==> config.mk <==
export PLATFORM = sky130hd
export DESIGN_NAME = irq_ctrl_flat
export DESIGN_NICKNAME = d
export VERILOG_FILES = /design/src/rtl/irq_pkg.sv /design/src/rtl/irq_if.sv /design/src/rtl/irq_sync.sv /design/src/rtl/irq_ctrl.sv /design/src/flat_wrapper.sv
export SDC_FILE = /design/constraint.sdc
export NUM_CORES = 1
export LEC_CHECK = 0
export ABC_CLOCK_PERIOD_IN_PS = 4500
export BUFFER_PORTS_ARGS = -buffer_cell sky130_fd_sc_hd__clkbuf_2
export CAP_MARGIN = 40
export CELL_PAD_IN_SITES_DETAIL_PLACEMENT = 1
export CELL_PAD_IN_SITES_GLOBAL_PLACEMENT = 1
export CORE_UTILIZATION = 36
export DETAILED_ROUTE_END_ITERATION = 10
export PLACE_DENSITY = 0.83
export SLEW_MARGIN = 20
export SYNTH_ARGS = -nofsm -noshare
export SYNTH_HDL_FRONTEND = slang
export SYNTH_SLANG_ARGS = --single-unit
export TNS_END_PERCENT = 30
==> constraint.sdc <==
create_clock -name clk -period 4.5 [get_ports clk]
set_input_delay 0.225 -clock clk [delete_from_list [all_inputs] [get_ports clk]]
set_output_delay 0.225 -clock clk [all_outputs]
set_load 0.005 [all_outputs]
==> src/rtl/irq_pkg.sv <==
// Shared register offsets, STATUS field layout and the priority encoder
// used by the interrupt controller.
package irq_pkg;

   localparam logic [1:0] IRQ_REG_PENDING = 2'd0;
   localparam logic [1:0] IRQ_REG_MASK    = 2'd1;
   localparam logic [1:0] IRQ_REG_MODE    = 2'd2;
   localparam logic [1:0] IRQ_REG_STATUS  = 2'd3;

   // STATUS = {any_active, 26'b0, winner_index}
   localparam int STATUS_ANY_BIT = 31;
   localparam int STATUS_WIN_LSB = 0;
   localparam int STATUS_WIN_W   = 5;

   typedef struct packed {
      logic       valid;
      logic [4:0] idx;
   } prio_t;

   // Lowest set bit wins; idx is 0 when nothing is set.
   function automatic prio_t prio_enc32(input logic [31:0] vec);
      prio_t r;
      r.valid = |vec;
      r.idx   = '0;
      for (int i = 31; i >= 0; i--) begin
         if (vec[i]) r.idx = 5'(i);
      end
      return r;
   endfunction

endpackage

==> src/rtl/irq_if.sv <==
// Wishbone slave slot carrying the interrupt controller register file.
interface irq_if;
   logic        STB;
   logic        WE;
   logic [31:0] ADDR;
   logic [31:0] DAT_I;
   logic [31:0] DAT_O;
   logic        ACK;

   modport master (output STB, WE, ADDR, DAT_I, input DAT_O, ACK);
   modport slave  (input STB, WE, ADDR, DAT_I, output DAT_O, ACK);
endinterface

==> src/rtl/irq_sync.sv <==
// Multi-stage synchroniser for raw interrupt lines, plus a one-cycle
// history of the synchronised value for edge detection.
module irq_sync #(
   parameter int WIDTH  = 8,
   parameter int STAGES = 2
) (
   input  logic             clk,
   input  logic             RSTN,
   input  logic [WIDTH-1:0] d,
   output logic [WIDTH-1:0] s,
   output logic [WIDTH-1:0] prev
);
   logic [WIDTH-1:0] chain [STAGES];

   always_ff @(posedge clk or negedge RSTN) begin
      if (!RSTN) begin
         for (int i = 0; i < STAGES; i++) chain[i] <= '0;
         prev <= '0;
      end else begin
         chain[0] <= d;
         for (int i = 1; i < STAGES; i++) chain[i] <= chain[i-1];
         prev <= chain[STAGES-1];
      end
   end

   assign s = chain[STAGES-1];

endmodule

==> src/rtl/irq_ctrl.sv <==
// Interrupt controller: synchronised sources, level/edge pending latch,
// mask, lowest-index-first priority and a Wishbone register file.
module irq_ctrl
   import irq_pkg::*;
#(
   parameter int          N_SRC       = 8,
   parameter logic [31:0] CAUSE_BASE  = 32'h0,
   parameter logic [31:0] MODE_RST    = 32'h0,
   parameter int          SYNC_STAGES = 2
) (
   input  logic             clk,
   input  logic             RSTN,
   input  logic [N_SRC-1:0] src,
   irq_if.slave             bus,
   output logic             INT,
   output logic [31:0]      CAUSE
);
   localparam logic [31:0] VALID = 32'hFFFF_FFFF >> (32 - N_SRC);

   logic [N_SRC-1:0] s_raw, prev_raw;
   logic [31:0]      s_vec, prev_vec;
   logic [31:0]      pending, mask, mode;
   logic [31:0]      act, clr, pending_nxt, rd_data, status;
   prio_t            win;
   logic             start, wr;
   logic [1:0]       reg_sel;
   logic             unused_addr;

   irq_sync #(.WIDTH(N_SRC), .STAGES(SYNC_STAGES)) u_sync (
      .clk  (clk),
      .RSTN (RSTN),
      .d    (src),
      .s    (s_raw),
      .prev (prev_raw)
   );

   always_comb begin
      s_vec    = '0;
      prev_vec = '0;
      s_vec[N_SRC-1:0]    = s_raw;
      prev_vec[N_SRC-1:0] = prev_raw;
   end

   assign act         = pending & mask;
   assign win         = prio_enc32(act);
   assign start       = bus.STB & ~bus.ACK;
   assign wr          = start & bus.WE;
   assign reg_sel     = bus.ADDR[3:2];
   assign unused_addr = ^{bus.ADDR[31:4], bus.ADDR[1:0]};

   always_comb begin
      status = '0;
      status[STATUS_ANY_BIT] = win.valid;
      status[STATUS_WIN_LSB +: STATUS_WIN_W] = win.idx;
   end

   always_comb begin
      rd_data = '0;
      case (reg_sel)
         IRQ_REG_PENDING: rd_data = pending;
         IRQ_REG_MASK:    rd_data = mask;
         IRQ_REG_MODE:    rd_data = mode;
         IRQ_REG_STATUS:  rd_data = status;
         default:         rd_data = '0;
      endcase
   end

   // Clears only touch edge-mode bits; a same-cycle rising edge re-sets.
   assign clr = (wr && reg_sel == IRQ_REG_PENDING) ? (bus.DAT_I & mode & VALID) : '0;
   assign pending_nxt = ((mode & ((s_vec & ~prev_vec) | (pending & ~clr)))
                        | (~mode & s_vec)) & VALID;

   always_ff @(posedge clk or negedge RSTN) begin
      if (!RSTN) begin
         pending <= '0;
         mask    <= '0;
         mode    <= MODE_RST & VALID;
         bus.ACK <= 1'b0;
         bus.DAT_O <= '0;
         INT     <= 1'b0;
         CAUSE   <= CAUSE_BASE;
      end else begin
         pending <= pending_nxt;
         bus.ACK <= bus.STB;
         if (wr && reg_sel == IRQ_REG_MASK) mask <= bus.DAT_I & VALID;
         if (wr && reg_sel == IRQ_REG_MODE) mode <= bus.DAT_I & VALID;
         if (start && !bus.WE) bus.DAT_O <= rd_data;
         INT <= win.valid;
         if (win.valid) CAUSE <= CAUSE_BASE + 32'(win.idx);
      end
   end

endmodule

==> src/flat_wrapper.sv <==
// flat-port wrapper written by rule: the top's interface ports become plain ports
module irq_ctrl_flat import irq_pkg::*;
#(
   parameter int          N_SRC       = 8,
   parameter logic [31:0] CAUSE_BASE  = 32'h0,
   parameter logic [31:0] MODE_RST    = 32'h0,
   parameter int          SYNC_STAGES = 2
)
  (clk, RSTN, src, INT, CAUSE, bus_STB, bus_WE, bus_ADDR, bus_DAT_I, bus_DAT_O, bus_ACK);
  irq_if bus_i ();
  input  logic clk;
  input  logic RSTN;
  input  logic [N_SRC-1:0] src;
  output logic INT;
  output logic [31:0] CAUSE;
  input wire logic [$bits(bus_i.STB)-1:0] bus_STB;
  input wire logic [$bits(bus_i.WE)-1:0] bus_WE;
  input wire logic [$bits(bus_i.ADDR)-1:0] bus_ADDR;
  input wire logic [$bits(bus_i.DAT_I)-1:0] bus_DAT_I;
  output wire logic [$bits(bus_i.DAT_O)-1:0] bus_DAT_O;
  output wire logic [$bits(bus_i.ACK)-1:0] bus_ACK;
  assign bus_i.STB = bus_STB;
  assign bus_i.WE = bus_WE;
  assign bus_i.ADDR = bus_ADDR;
  assign bus_i.DAT_I = bus_DAT_I;
  assign bus_DAT_O = bus_i.DAT_O;
  assign bus_ACK = bus_i.ACK;
  irq_ctrl #(.N_SRC(N_SRC), .CAUSE_BASE(CAUSE_BASE), .MODE_RST(MODE_RST), .SYNC_STAGES(SYNC_STAGES)) u_core (.clk(clk), .RSTN(RSTN), .src(src), .bus(bus_i), .INT(INT), .CAUSE(CAUSE));
endmodule
==> results.json <==
{
  "routed_via_density": 4.45,
  "place_congestion": 0.817,
  "start_util": 0.378,
  "final_common_cell": "dfrtp_1",
  "path_class": "register to register",
  "synth_seq_cells": 62,
  "die_w_um": 89.7,
  "ir_drop_v": 0.000141,
  "syn-cell-area_um2": 2770,
  "min_period_ns": 1.82,
  "hold_buffers": 8,
  "rows": 31,
  "finClkSkew_ns": 0.00574,
  "post_cts_buffers": 0,
  "overflow": 0,
  "grt_pass1_vias": 1777,
  "num_vias": 1776,
  "syn_area_per_cell_um2": 11.4,
  "hpwl_um": 3730,
  "ys_warn_count": 0,
  "hold_violations": 0,
  "finish.utilization": 0.429,
  "worst_pin_slew_ns": 0.715,
  "die_area_um2": 8050,
  "synth-edff-count": 0,
  "final_cell_mix": "62 x dfrtp_1, 52 x conb_1, 35 x clkbuf_2, 32 x nand2_1, 13 x mux2_2",
  "cts.sinks": 62,
  "netlist-cell-type-count": 36,
  "ys_dominant_reg_cell": "dfrtp_1",
  "p_leak_nw": 1.50,
  "clk_latency_ns": 0.34,
  "pwr_density_cell_nw_per_um2": 445,
  "clockRootBuffer": "clkbuf_8",
  "outcome": "finished clean",
  "rsz0062_at_grt": "no",
  "final_max_slew_viol_count": 0,
  "port_buffers": 35,
  "cts_tree": "yes",
  "slew_headroom": 0.521,
  "cp_max_fo": 8,
  "grt_max_degree": 63,
  "drive_gt1_frac": 0.227,
  "wirelength_um": 5240,
  "cts_inserted_buffers": 9,
  "worstSetupStartpointType": "register",
  "nets": 371,
  "core_area_um2": 7330,
  "drc": 0,
  "crit_arrival_ns": 2.05,
  "wl_per_cell_um": 13.1,
  "ys_async_sr_fraction": 1.00,
  "dr.pass1.iters": 4,
  "netlist_instances": 243,
  "die_h_um": 89.7,
  "antenna_found_initial": 0,
  "postLayoutCellArea_um2": 3140,
  "antenna_cells": 0,
  "ant_nets": 0,
  "clk_path_buf_depth": 2,
  "htreeDepth": 3,
  "path_clk_slew_ns": 0.06,
  "maxCapViolCount": 0,
  "max_freq_ghz": 0.549,
  "post-route-period-util": 0.405,
  "synth-seq-area-share": 0.560,
  "grt_pass1_wl_um": 8850,
  "hold_class": "input port to register",
  "tns_ns": 0,
  "cts_resized": 0,
  "setup_viol": 0,
  "cp_data_required_time_ns": 4.72,
  "boundaryPins": 142,
  "grtUsageTotal": 0.144,
  "placed_cell_area_um2": 2860,
  "cp-end-kind": "register",
  "areaGrowthSynthToFinish_pct": 13.6,
  "drt-initial-drc-count": 61
}
==> where the power goes <==
group          total (W)  switching, W  internal, W  leakage [nW]
clock network   0.000420      0.000208     0.000212        0.0861
logic           0.000248      0.000124     0.000124         0.668
registers       0.000731     0.0000812     0.000650         0.741
==> critical path, stage by stage (launching register included) <==
cell      delay [ns]
dfrtp_1         0.41
nand3b_1        0.28
nor3_2          0.60
nand2_1         0.13
a32o_1          0.29
==> cells by family (layout without fill, tap and decap cells) <==
group,after synthesis,in the layout,share of synthesized area
mux,20,20,0.0791
other cells,1,52,0.00135
simple gates,52,52,0.0890
flops,62,62,0.560
compound gates,47,47,0.116
buf+inv,61,67,0.154
==> cell type report <==
cell class | instances | area, um^2
flip-flops and latches | 62 | 1550
fillers | 849 | 4190
clock buffers | 12 | 145
inverters | 5 | 18.8
multi-input cells | 171 | 982
repair buffers | 46 | 300
well taps | 99 | 124
clock inverters | 4 | 22.5
==> final timing paths <==
check	slack, ns	startpoint	depth (start not counted)	to
min reg2reg	0.35	u_core.u_sync.chain[13]	0	u_core.u_sync.s[5]
min	0.03	bus_STB	1	u_core.bus.ACK
max in group asynchronous	3.72	RSTN	4	u_core.u_sync.s[2]
min in group asynchronous	0.30	RSTN	3	u_core.u_sync.s[5]
max reg2reg	2.68	u_core.bus.ACK	4	u_core.pending[5]
max	2.68	u_core.bus.ACK	4	u_core.pending[5]
==> through the flow <==
stage / setup slack (ns) / hold WS, ns / total power [W] / std cells
finish: 2.68 / 0.0273 / 0.00140 / 399
floorplan: 2.99 / -0.0706 / 0.000903 / 294
detailed placement: 2.69 / 0.335 / 0.000983 / 373
CTS: 2.67 / 0.00827 / 0.00142 / 397
global placement: 2.79 / 0.334 / 0.000963 / 373
global route: 2.56 / 0.0267 / 0.00149 / 399
==> layer usage <==
| layer | wire, um | global-route usage | share of wire |
|---|---|---|---|
| met5 | 0 | 0 | 0 |
| met1 | 2310 | 0.175 | 0.44 |
| met2 | 2530 | 0.221 | 0.48 |
| met3 | 293 | 0.0482 | 0.056 |
| met4 | 112 | 0.0874 | 0.021 |
==> Yosys cell counts (3+ instances only) <==
cell type,number,share of area
dfrtp_1,62,0.56
buf_4,52,0.14
nand2_1,32,0.043
mux2_2,13,0.053
o21ai_0,12,0.022
a21oi_1,8,0.014
a32o_1,8,0.029
nor2_1,7,0.0095
mux2i_1,5,0.018
a22o_1,4,0.013
inv_1,4,0.0054
o31ai_1,4,0.011
a22oi_1,3,0.0081
a31oi_1,3,0.0068
==> flip-flops by register name, indices dropped and copies added, names as in the netlist <==
signal / cells
u_core.bus.DAT_O: 9
u_core.mask: 8
u_core.mode: 8
u_core.u_sync.s: 8
u_core.CAUSE: 3
u_core.INT: 1
u_core.u_sync.prev: 8
u_core.pending: 8
u_core.u_sync.chain: 8
u_core.bus.ACK: 1
(Power assumes the default switching activity.)
